$ cat src/rtl/kf76489_seq_pkg.sv
// rtl/kf76489_seq_pkg.sv - shared types, constants and byte encoders for the KF76489 write sequencer
// Contents: seq_state_t (IDLE/STROBE/GAP), tone register addresses,
//           HOLD_CYCLES_DEFAULT, bit_rev8, is_two_byte, enc_first_byte, enc_second_byte.
package kf76489_seq_pkg;

   typedef enum logic [1:0] {
      ST_IDLE   = 2'd0,
      ST_STROBE = 2'd1,
      ST_GAP    = 2'd2
   } seq_state_t;

   localparam int HOLD_CYCLES_DEFAULT = 64;

   // Tone-frequency registers carry a 10-bit value and need a second byte.
   localparam logic [2:0] ADDR_TONE0 = 3'd0;
   localparam logic [2:0] ADDR_TONE1 = 3'd2;
   localparam logic [2:0] ADDR_TONE2 = 3'd4;

   // The chip's D0 pin is the MSB of its internal latch, so bytes go out bit-reversed.
   function automatic logic [7:0] bit_rev8(input logic [7:0] b);
      logic [7:0] r;
      for (int i = 0; i < 8; i++) begin
         r[i] = b[7 - i];
      end
      return r;
   endfunction

   function automatic logic is_two_byte(input logic [2:0] addr);
      return (addr == ADDR_TONE0) || (addr == ADDR_TONE1) || (addr == ADDR_TONE2);
   endfunction

   // Latch byte: marker bit, register address, low data nibble.
   function automatic logic [7:0] enc_first_byte(input logic [2:0] addr, input logic [3:0] lo);
      return bit_rev8({1'b1, addr, lo});
   endfunction

   // Data byte: upper six bits of a tone value.
   function automatic logic [7:0] enc_second_byte(input logic [5:0] hi);
      return bit_rev8({2'b00, hi});
   endfunction

endpackage

$ cat src/rtl/kf76489_seq_arbiter.sv
// rtl/kf76489_seq_arbiter.sv - two-way round-robin grant for the KF76489 write sequencer
// Ports: clock, reset_n (async, active low); req_valid[1:0] requests;
//        take = the sequencer accepts the current grant; grant[1:0] one-hot winner (combinational).
module kf76489_seq_arbiter (
   input  logic       clock,
   input  logic       reset_n,
   input  logic [1:0] req_valid,
   input  logic       take,
   output logic [1:0] grant
);

   // Set when requester 1 should win the next tie.
   logic favour_1;

   always_comb begin
      grant = req_valid;
      if (req_valid == 2'b11) begin
         grant = favour_1 ? 2'b10 : 2'b01;
      end
   end

   always_ff @(posedge clock or negedge reset_n) begin
      if (!reset_n) begin
         favour_1 <= 1'b0;
      end else if (take) begin
         favour_1 <= grant[0];
      end
   end

endmodule

$ cat src/rtl/kf76489_write_sequencer.sv
// rtl/kf76489_write_sequencer.sv - arbitrates two register writers and strobes bytes into a KF76489
// Ports: clock, reset_n (async, active low);
//        req_valid[1:0], req_ready[1:0] (one-cycle accept pulse), req_addr[5:0] (2x3), req_data[19:0] (2x10);
//        READY chip ready; CE_N, WE_N active-low strobes; D_OUT[7:0] byte to chip; busy = not IDLE.
// Option: KF76489_SEQ_SHADOW_EN keeps a shadow of written registers and skips rewrites of equal values.
import kf76489_seq_pkg::*;

module kf76489_write_sequencer #(
   parameter int HOLD_CYCLES = HOLD_CYCLES_DEFAULT
) (
   input  logic        clock,
   input  logic        reset_n,
   input  logic [1:0]  req_valid,
   output logic [1:0]  req_ready,
   input  logic [5:0]  req_addr,
   input  logic [19:0] req_data,
   input  logic        READY,
   output logic        CE_N,
   output logic        WE_N,
   output logic [7:0]  D_OUT,
   output logic        busy
);

   localparam int CNT_W = $clog2(HOLD_CYCLES + 1);
   localparam logic [CNT_W-1:0] HOLD_LAST = CNT_W'(HOLD_CYCLES - 1);

   seq_state_t       state;
   logic [CNT_W-1:0] hold_cnt;
   logic [2:0]       cap_addr;
   logic [9:0]       cap_data;
   logic             second_pending;
   logic [1:0]       grant;
   logic             take;
   logic [2:0]       sel_addr;
   logic [9:0]       sel_data;
   logic             strobe_done;
   logic             hit_q;

   // No grant in the pulse cycle itself: the requester still shows valid until it sees req_ready.
   assign take        = (state == ST_IDLE) && (req_ready == 2'b00) && (req_valid != 2'b00);
   assign sel_addr    = grant[1] ? req_addr[5:3]   : req_addr[2:0];
   assign sel_data    = grant[1] ? req_data[19:10] : req_data[9:0];
   assign strobe_done = (state == ST_STROBE) && (hold_cnt >= HOLD_LAST) && READY;

   kf76489_seq_arbiter u_arb (
      .clock     (clock),
      .reset_n   (reset_n),
      .req_valid (req_valid),
      .take      (take),
      .grant     (grant)
   );

`ifdef KF76489_SEQ_SHADOW_EN
   logic [9:0] shadow_data [8];
   logic [7:0] shadow_vld;
   logic       last_done;

   assign last_done = strobe_done && !second_pending;

   always_ff @(posedge clock or negedge reset_n) begin
      if (!reset_n) begin
         shadow_vld <= '0;
         hit_q      <= 1'b0;
      end else begin
         if (take) begin
            hit_q <= shadow_vld[sel_addr] && (shadow_data[sel_addr] == sel_data);
         end
         if (last_done) begin
            shadow_vld[cap_addr] <= 1'b1;
         end
      end
   end

   always_ff @(posedge clock) begin
      if (last_done) begin
         shadow_data[cap_addr] <= cap_data;
      end
   end
`else
   assign hit_q = 1'b0;
`endif

   always_ff @(posedge clock or negedge reset_n) begin
      if (!reset_n) begin
         state          <= ST_IDLE;
         req_ready      <= 2'b00;
         CE_N           <= 1'b1;
         WE_N           <= 1'b1;
         D_OUT          <= 8'hFF;
         busy           <= 1'b0;
         hold_cnt       <= '0;
         cap_addr       <= '0;
         cap_data       <= '0;
         second_pending <= 1'b0;
      end else begin
         req_ready <= 2'b00;
         case (state)
            ST_IDLE: begin
               if (req_ready != 2'b00) begin
                  // Cycle after the accept pulse: start the first byte unless the shadow says it is redundant.
                  if (!hit_q) begin
                     state          <= ST_STROBE;
                     CE_N           <= 1'b0;
                     WE_N           <= 1'b0;
                     D_OUT          <= enc_first_byte(cap_addr, cap_data[3:0]);
                     busy           <= 1'b1;
                     hold_cnt       <= '0;
                     second_pending <= is_two_byte(cap_addr);
                  end
               end else if (take) begin
                  req_ready <= grant;
                  cap_addr  <= sel_addr;
                  cap_data  <= sel_data;
               end
            end
            ST_STROBE: begin
               if (strobe_done) begin
                  state <= ST_GAP;
                  CE_N  <= 1'b1;
                  WE_N  <= 1'b1;
               end else if (hold_cnt < HOLD_LAST) begin
                  hold_cnt <= hold_cnt + CNT_W'(1);
               end
            end
            ST_GAP: begin
               if (second_pending) begin
                  state          <= ST_STROBE;
                  CE_N           <= 1'b0;
                  WE_N           <= 1'b0;
                  D_OUT          <= enc_second_byte(cap_data[9:4]);
                  hold_cnt       <= '0;
                  second_pending <= 1'b0;
               end else begin
                  state <= ST_IDLE;
                  busy  <= 1'b0;
               end
            end
            default: begin
               state <= ST_IDLE;
               busy  <= 1'b0;
            end
         endcase
      end
   end

endmodule

$ cat config.mk
export PLATFORM = sky130hd
export DESIGN_NAME = kf76489_write_sequencer
export DESIGN_NICKNAME = d
export VERILOG_FILES = /design/src/rtl/kf76489_seq_pkg.sv /design/src/rtl/kf76489_seq_arbiter.sv /design/src/rtl/kf76489_write_sequencer.sv
export SDC_FILE = /design/constraint.sdc
export NUM_CORES = 1
export LEC_CHECK = 0
export ABC_AREA = 0
export BUFFER_PORTS_ARGS = -buffer_cell sky130_fd_sc_hd__buf_2
export CAP_MARGIN = 20
export CORE_UTILIZATION = 30
export CTS_BUF_LIST = sky130_fd_sc_hd__clkbuf_4 sky130_fd_sc_hd__clkbuf_8
export CTS_CLUSTER_DIAMETER = 80
export CTS_CLUSTER_SIZE = 14
export DETAILED_ROUTE_END_ITERATION = 6
export REMOVE_ABC_BUFFERS = 1
export SYNTH_ARGS = -nofsm -noshare
export SYNTH_HDL_FRONTEND = slang
export SYNTH_HIERARCHICAL = 1
export SYNTH_SLANG_ARGS = --single-unit
export TNS_END_PERCENT = 30
$ cat constraint.sdc
create_clock -name clock -period 2.3 [get_ports clock]
set_input_delay 0.345 -clock clock [delete_from_list [all_inputs] [get_ports clock]]
set_output_delay 0.345 -clock clock [all_outputs]
set_load 0.03 [all_outputs]
# After elaboration in Yosys (flattened, before gate mapping)
# Cells that the tools add are included.
dict set report op_classes {
  eq_ne 11
  magnitude_cmp 2
  mux 28
  n_reduce_logical 20
  add_sub_neg 1
  n_bitwise 2
}
# operator n
set op_table {}
lappend op_table {{$mux 7} 4}
lappend op_table {{$pmux 7 s3} 1}
lappend op_table {{$mux 8} 2}
lappend op_table {{$pmux 8 s2} 1}
lappend op_table {{$mux 2} 7}
lappend op_table {{$mux 10} 1}
lappend op_table {{$reduce_and 3->1} 3}
lappend op_table {{$ne 2x2->1 const B} 4}
lappend op_table {{$add 7x1->7 const B} 1}
lappend op_table {{$ge 7x6->1 const B} 1}
lappend op_table {{$lt 7x6->1 const B} 1}
lappend op_table {{$mux 1} 7}
lappend op_table {{$pmux 1 s3} 2}
lappend op_table {{$pmux 2 s3} 1}
lappend op_table {{$reduce_bool 2->1} 3}
lappend op_table {{$reduce_and 5->1} 1}
lappend op_table {{$eq 2x2->1 const B} 2}
lappend op_table {{$logic_and 1x1->1} 4}
lappend op_table {{$logic_not 2->1} 2}
lappend op_table {{$ne 2x1->1 const B} 2}
lappend op_table {{$reduce_and 2->1} 2}
lappend op_table {{$reduce_and 4->1} 1}
lappend op_table {{$eq 3x2->1 const B} 1}
lappend op_table {{$eq 3x3->1 const B} 1}
lappend op_table {{other kinds (7)} 9}
dict set report word_totals {
  wordCells 74
  input_bits 31
  reg_bits 36
  out_inout_bits 13
}

# Depth between registers and ports, before layout
dict set report logic_depth {
  word_depth 6
  ltp_mapped 6
  ltp_nobuf 5
}

# Modules after synthesis
# The synthesis kept the hierarchy.
# module n_inst seq_area_each_um2 area_each_um2 cells_per_inst
set by_module_without_submodules {}
lappend by_module_without_submodules {kf76489_write_sequencer 1 887.1 1685.4 167}
lappend by_module_without_submodules {kf76489_seq_arbiter 1 25.0 62.6 5}

# Least setup slack after synthesis
# Ideal clock, no wire load.
dict set report synth_path {
  kind {reg-to-reg}
  start {register req_ready[1]}
  end {register u_arb.favour_1}
  n_path_buf 2
  arrival_time_ns 1.677
  slack_ns 0.498
  setup_time_ns 0.125
  period_less_slack_ns 1.802
  required_time_ns 2.175
  path_stages_with_launch 6
  cell_sequence {dfrtp_1 > or3_1 > nor3_2 > buf_4 > buf_4 > mux2_4}
}
dict set report synth_between {
  elab_chain_cells 3
}
# item line
set synth_rtl {}
lappend synth_rtl {{start, declared} kf76489_write_sequencer.sv:14} ;# output logic [1:0] req_ready,
lappend synth_rtl {{start signal, assigned} kf76489_write_sequencer.sv:111} ;# req_ready <= grant;
lappend synth_rtl {{$logic_not 2->1} kf76489_write_sequencer.sv:40} ;# assign take = (state == ST_IDLE) && (req_ready == 2'b00) && (req_valid != 2'b00);
lappend synth_rtl {{$logic_and 1x1->1 (2 in series)} kf76489_write_sequencer.sv:40}
lappend synth_rtl {{named net take} kf76489_write_sequencer.sv:33} ;# logic take;
lappend synth_rtl {{end signal, assigned} kf76489_seq_arbiter.sv:26} ;# favour_1 <= grant[0];
lappend synth_rtl {{end, declared} kf76489_seq_arbiter.sv:13} ;# logic favour_1;
# The timed path passes the listed nets, and every way through them passes these cells.
# A chain may end at the register's enable or synchronous reset.

# Final worst setup path
dict set report layout_path {
  start {register state[1]}
  end {register cap_addr[0]}
}
dict set report layout_between {
  elab_chain_cells 4
}
# item line
set layout_rtl {}
lappend layout_rtl {{start, declared} kf76489_write_sequencer.sv:27} ;# seq_state_t state;
lappend layout_rtl {{start signal, assigned} kf76489_write_sequencer.sv:85} ;# state <= ST_IDLE;
lappend layout_rtl {{start signal, assigned} kf76489_write_sequencer.sv:102} ;# state <= ST_STROBE;
lappend layout_rtl {{start signal, assigned} kf76489_write_sequencer.sv:118} ;# state <= ST_GAP;
lappend layout_rtl {{$logic_not 2->1 (*)} {kf76489_write_sequencer.sv:40, kf76489_write_sequencer.sv:97}}
lappend layout_rtl {{$logic_and 1x1->1 (2 in series)} kf76489_write_sequencer.sv:40}
lappend layout_rtl {{$reduce_and 3->1 (no source line) (*)} -}
lappend layout_rtl {{end signal, assigned} kf76489_write_sequencer.sv:112} ;# cap_addr <= sel_addr;
lappend layout_rtl {{end, declared} kf76489_write_sequencer.sv:29} ;# logic [2:0] cap_addr;
# Every way passes the cells marked *; elsewhere a longest branch is shown, timed or not.

==> metrics.log <==
[metrics] xor and xnor area share after synthesis: 0.5011%
[metrics] count of final hold-check violations: 0
[metrics] Adder-Cell Fraction of Synth Area: 0.7158%
[metrics] area of the mapped netlist: 1748 sq um
[metrics] utilization of the core after routing: 37.91%
[metrics] cell-by-cell trace of the critical path: or3_1 > nor3_4 > buf_4 > nor2_1 > a21oi_1
[metrics] number of clock sinks: 36
[metrics] Ant. Diodes: 0
[metrics] Clk pin slew, worst setup/hold paths: 0.07 ns
[metrics] iteration count of the initial detailed-routing pass: 4
[metrics] Worst Path Required: 2.49 ns
[metrics] fmax: 563.9 MHz
[metrics] kind of cell with the highest combined delay on the critical path: simple AND/OR/NAND/NOR gates
[metrics] class of the tightest hold or removal check: primary input to async pin
[metrics] highest fanout seen on the critical path: 28
[metrics] Critical Path Max Stage Delay: 0.49 ns
[metrics] GRT Overall Usage: 12.45%
[metrics] power density cells: 1282 nW/um^2
[metrics] Critical Path Start: state[1]
[metrics] worst slew pin tran: 0.8041 ns
[metrics] initial core utilization: 31.36%
[metrics] multiplexer share of the synthesized area: 11.74%
[metrics] Num CTS Buffers: 5
[metrics] root buffer cell: sky130_fd_sc_hd__clkbuf_8
[metrics] number of antenna violations at the first check in global routing: 0
[metrics] Post-CTS Hold Fix Bufs: 0
[metrics] fraction of the mapped netlist area in simple logic gates: 14.96%
[metrics] residual DRC count: 0
[metrics] signal arrival time at the worst endpoint: 1.97 ns
[metrics] Die ar.: 6136 sq um
[metrics] final period utilization: 77.10%
[metrics] total instance count after detailed placement: 279
[metrics] Boundary Pins: 44
[metrics] largest family of logic cells by synthesized area: compound AO/OA/AOI/OAI gates
[metrics] area fraction in compound gates after synthesis: 15.03%
[metrics] width of the chip: 78.33 microns
[metrics] Static Leak: 0.9726 nW
[metrics] Post-Syn Instances: 172
[metrics] area delta synth->final: 20.90%
[metrics] Relative slew margins: 46.39%
[metrics] clock tree skew after final layout: 0.007081 ns
[metrics] critical path capture point type: flip-flop
[metrics] Final Critical Period: 1.773 ns
[metrics] fraction of final layout cells sized beyond drive strength 1: 31.63%
[metrics] CTS tree: built
[metrics] buffers inserted by post-CTS timing repair: 0
[metrics] WP buf/inv: 1
[metrics] cell with the biggest individual delay on the critical path: sky130_fd_sc_hd__dfrtp_1
[metrics] DRC marker count from the first detailed-route iteration: 70
[metrics] number of H-tree levels: 2
[metrics] max-capacitance violation count: 0
[metrics] average instance area after synthesis: 10.16 sq um
[metrics] global route overflow: 0
[metrics] Avg WL per Cell: 12.03 microns
[metrics] run status: finished clean
[metrics] number of library cell types mapped by synthesis: 38
[metrics] Detail Placement HPWL: 2430 microns
[metrics] flop and latch count out of synthesis: 36
[metrics] clk_lat worst skew: 0.28 ns
[metrics] Final Wtd Congestion: 0.7931
[metrics] buffer levels on the longest clock path: 2
[metrics] Yosys warnings: 6
[metrics] worst-case hold slack: 0.1493 ns
[metrics] Die H: 78.33 microns
[metrics] via density per instance: 4.620
[metrics] vias in the first global route: 1249
[metrics] count of standard-cell rows: 27
[metrics] Layout Nets: 246
[metrics] number of setup violations in the final report: 0
[metrics] pin count of the biggest net entering global routing: 37
[metrics] element type at the critical path start: flip-flop
[metrics] drt total wl: 3454 microns
[metrics] register area share after synthesis: 52.18%
[metrics] source of the worst register-to-register timing path: state[1]
[metrics] number of port buffers: 43
[metrics] core area: 5574 sq um
[metrics] Max Slew Vio Count: 0
[metrics] Resized Gates After CTS: 0
[metrics] unrepaired setup endpoints after global routing: false
[metrics] first-pass GRT wire length: 5906 microns
[metrics] number of nets still failing antenna checks after routing: 0
[metrics] worst IR drop on VDD: 0.4657 mV
[metrics] count of vias placed by the detailed router: 1326
[metrics] Finished Layout Cells: 287
[metrics] start-to-end type of the worst setup path: flip-flop to flip-flop
logic make-up (layout without fill, tap and decap cells):
kind of cell | count (synthesis) | after routing
DFF | 36 | 36
buffers and inverters | 16 | 59
and+or+nand+nor | 52 | 52
adders and majority gates | 1 | 1
muxes | 20 | 20
xor gates and xnor gates | 1 | 1
AOI/OAI and AO/OA | 46 | 46
cell usage after synthesis (all sizes together):
master,count,share of area [%]
dfrtp,27,39
a21oi,20,5.7
mux2i,19,11
nor2,19,4.1
o21ai,16,4.8
buf,9,3.4
dfstp,9,14
nand2,9,1.9
inv,6,1.3
nand3,6,1.7
nor2b,3,1.1
nor3,3,1.1
or3,3,1.1
a21boi,2,1.1
a21o,2,0.86
a22oi,2,0.86
and2,2,0.72
a2111oi,1,0.50
a22o,1,0.50
a31oi,1,0.36
and2b,1,0.43
and3,1,0.36
and4b,1,0.57
clkbuf,1,0.21
ha,1,0.72
mux2,1,0.86
nand2b,1,0.36
nand4,1,0.36
nor3b,1,0.72
o22ai,1,0.36
or2b,1,0.43
xor2,1,0.50
path summary, 6_finish.rpt:
check,endpoint,slack (ns),cells past startpoint
worst max register to register,cap_addr[0],0.53,5
worst min register to register,D_OUT[6],0.48,2
min in group clock,cap_data[4],0.35,3
max in group asynchronous,hold_cnt[1],1.63,1
worst min-delay path,second_pending,0.15,1
worst max-delay path,cap_addr[0],0.53,5
stage by stage:
step                area (sq um)  worst slack (ns)  setup TNS, ns  power (W)
floorplan                   1685          -0.06667        -0.8668   0.001927
global placement            2016            0.6142              0   0.002234
detailed placement          2016            0.5486              0   0.002262
CTS                         2113            0.5104              0   0.002748
global route                2113            0.4041              0   0.002941
finish                      2113            0.5267              0   0.002709
registers in the layout, summed over array words and instances (netlist names):
register,flops
req_ready,2
busy,1
cap_data,10
WE_N,1
hold_cnt,7
u_arb/favour_1,1
cap_addr,3
state,2
second_pending,1
D_OUT,8
power breakdown:
part / internal [W] / switching [W] / total, W / leakage (nW)
combinational: 0.000410 / 0.000657 / 0.00107 / 0.506
sequential: 0.000954 / 0.000214 / 0.00117 / 0.418
clock: 0.000255 / 0.000218 / 0.000473 / 0.0479
total: 0.00162 / 0.00109 / 0.00271 / 0.973
layout make-up:
class                      instances  area (sq um)
fill                             569          3461
sequential                        36         912.1
multi-input combinational        120         760.7
timing repair buffer              45         230.2
clock buffer                       7         90.09
tap                               72         90.09
inverter                           6         22.52
clock inverter                     1         7.507
worst reg2reg max path, stage by stage (launching register included):
cell                      delay [ns]
sky130_fd_sc_hd__dfrtp_1        0.49
sky130_fd_sc_hd__or3_1          0.47
sky130_fd_sc_hd__nor3_4         0.21
sky130_fd_sc_hd__buf_4          0.30
sky130_fd_sc_hd__nor2_1         0.07
sky130_fd_sc_hd__a21oi_1        0.15
routing by layer:
layer / track usage [%] / routed length [microns] / share of wire (%)
met5: 0 / 0 / 0
met4: 3.333 / 20 / 0.58
met3: 3.372 / 138 / 4.0
met2: 20.88 / 1625 / 47
met1: 15.73 / 1669 / 48
layout by cell type, fill, tap and decap left out, types with 3 or more instances in the layout:
cell / netlist / final
sky130_fd_sc_hd__buf_2: 5 / 43
sky130_fd_sc_hd__dfrtp_1: 27 / 27
sky130_fd_sc_hd__a21oi_1: 20 / 20
sky130_fd_sc_hd__nor2_1: 19 / 19
sky130_fd_sc_hd__mux2i_1: 19 / 19
sky130_fd_sc_hd__o21ai_0: 14 / 14
sky130_fd_sc_hd__dfstp_2: 9 / 9
sky130_fd_sc_hd__nand2_1: 9 / 9
sky130_fd_sc_hd__inv_1: 6 / 6
sky130_fd_sc_hd__nand3_1: 6 / 6
sky130_fd_sc_hd__clkbuf_8: 0 / 6
sky130_fd_sc_hd__or3_1: 3 / 3
sky130_fd_sc_hd__nor2b_1: 3 / 3
Power figures use the tool's default switching activity.
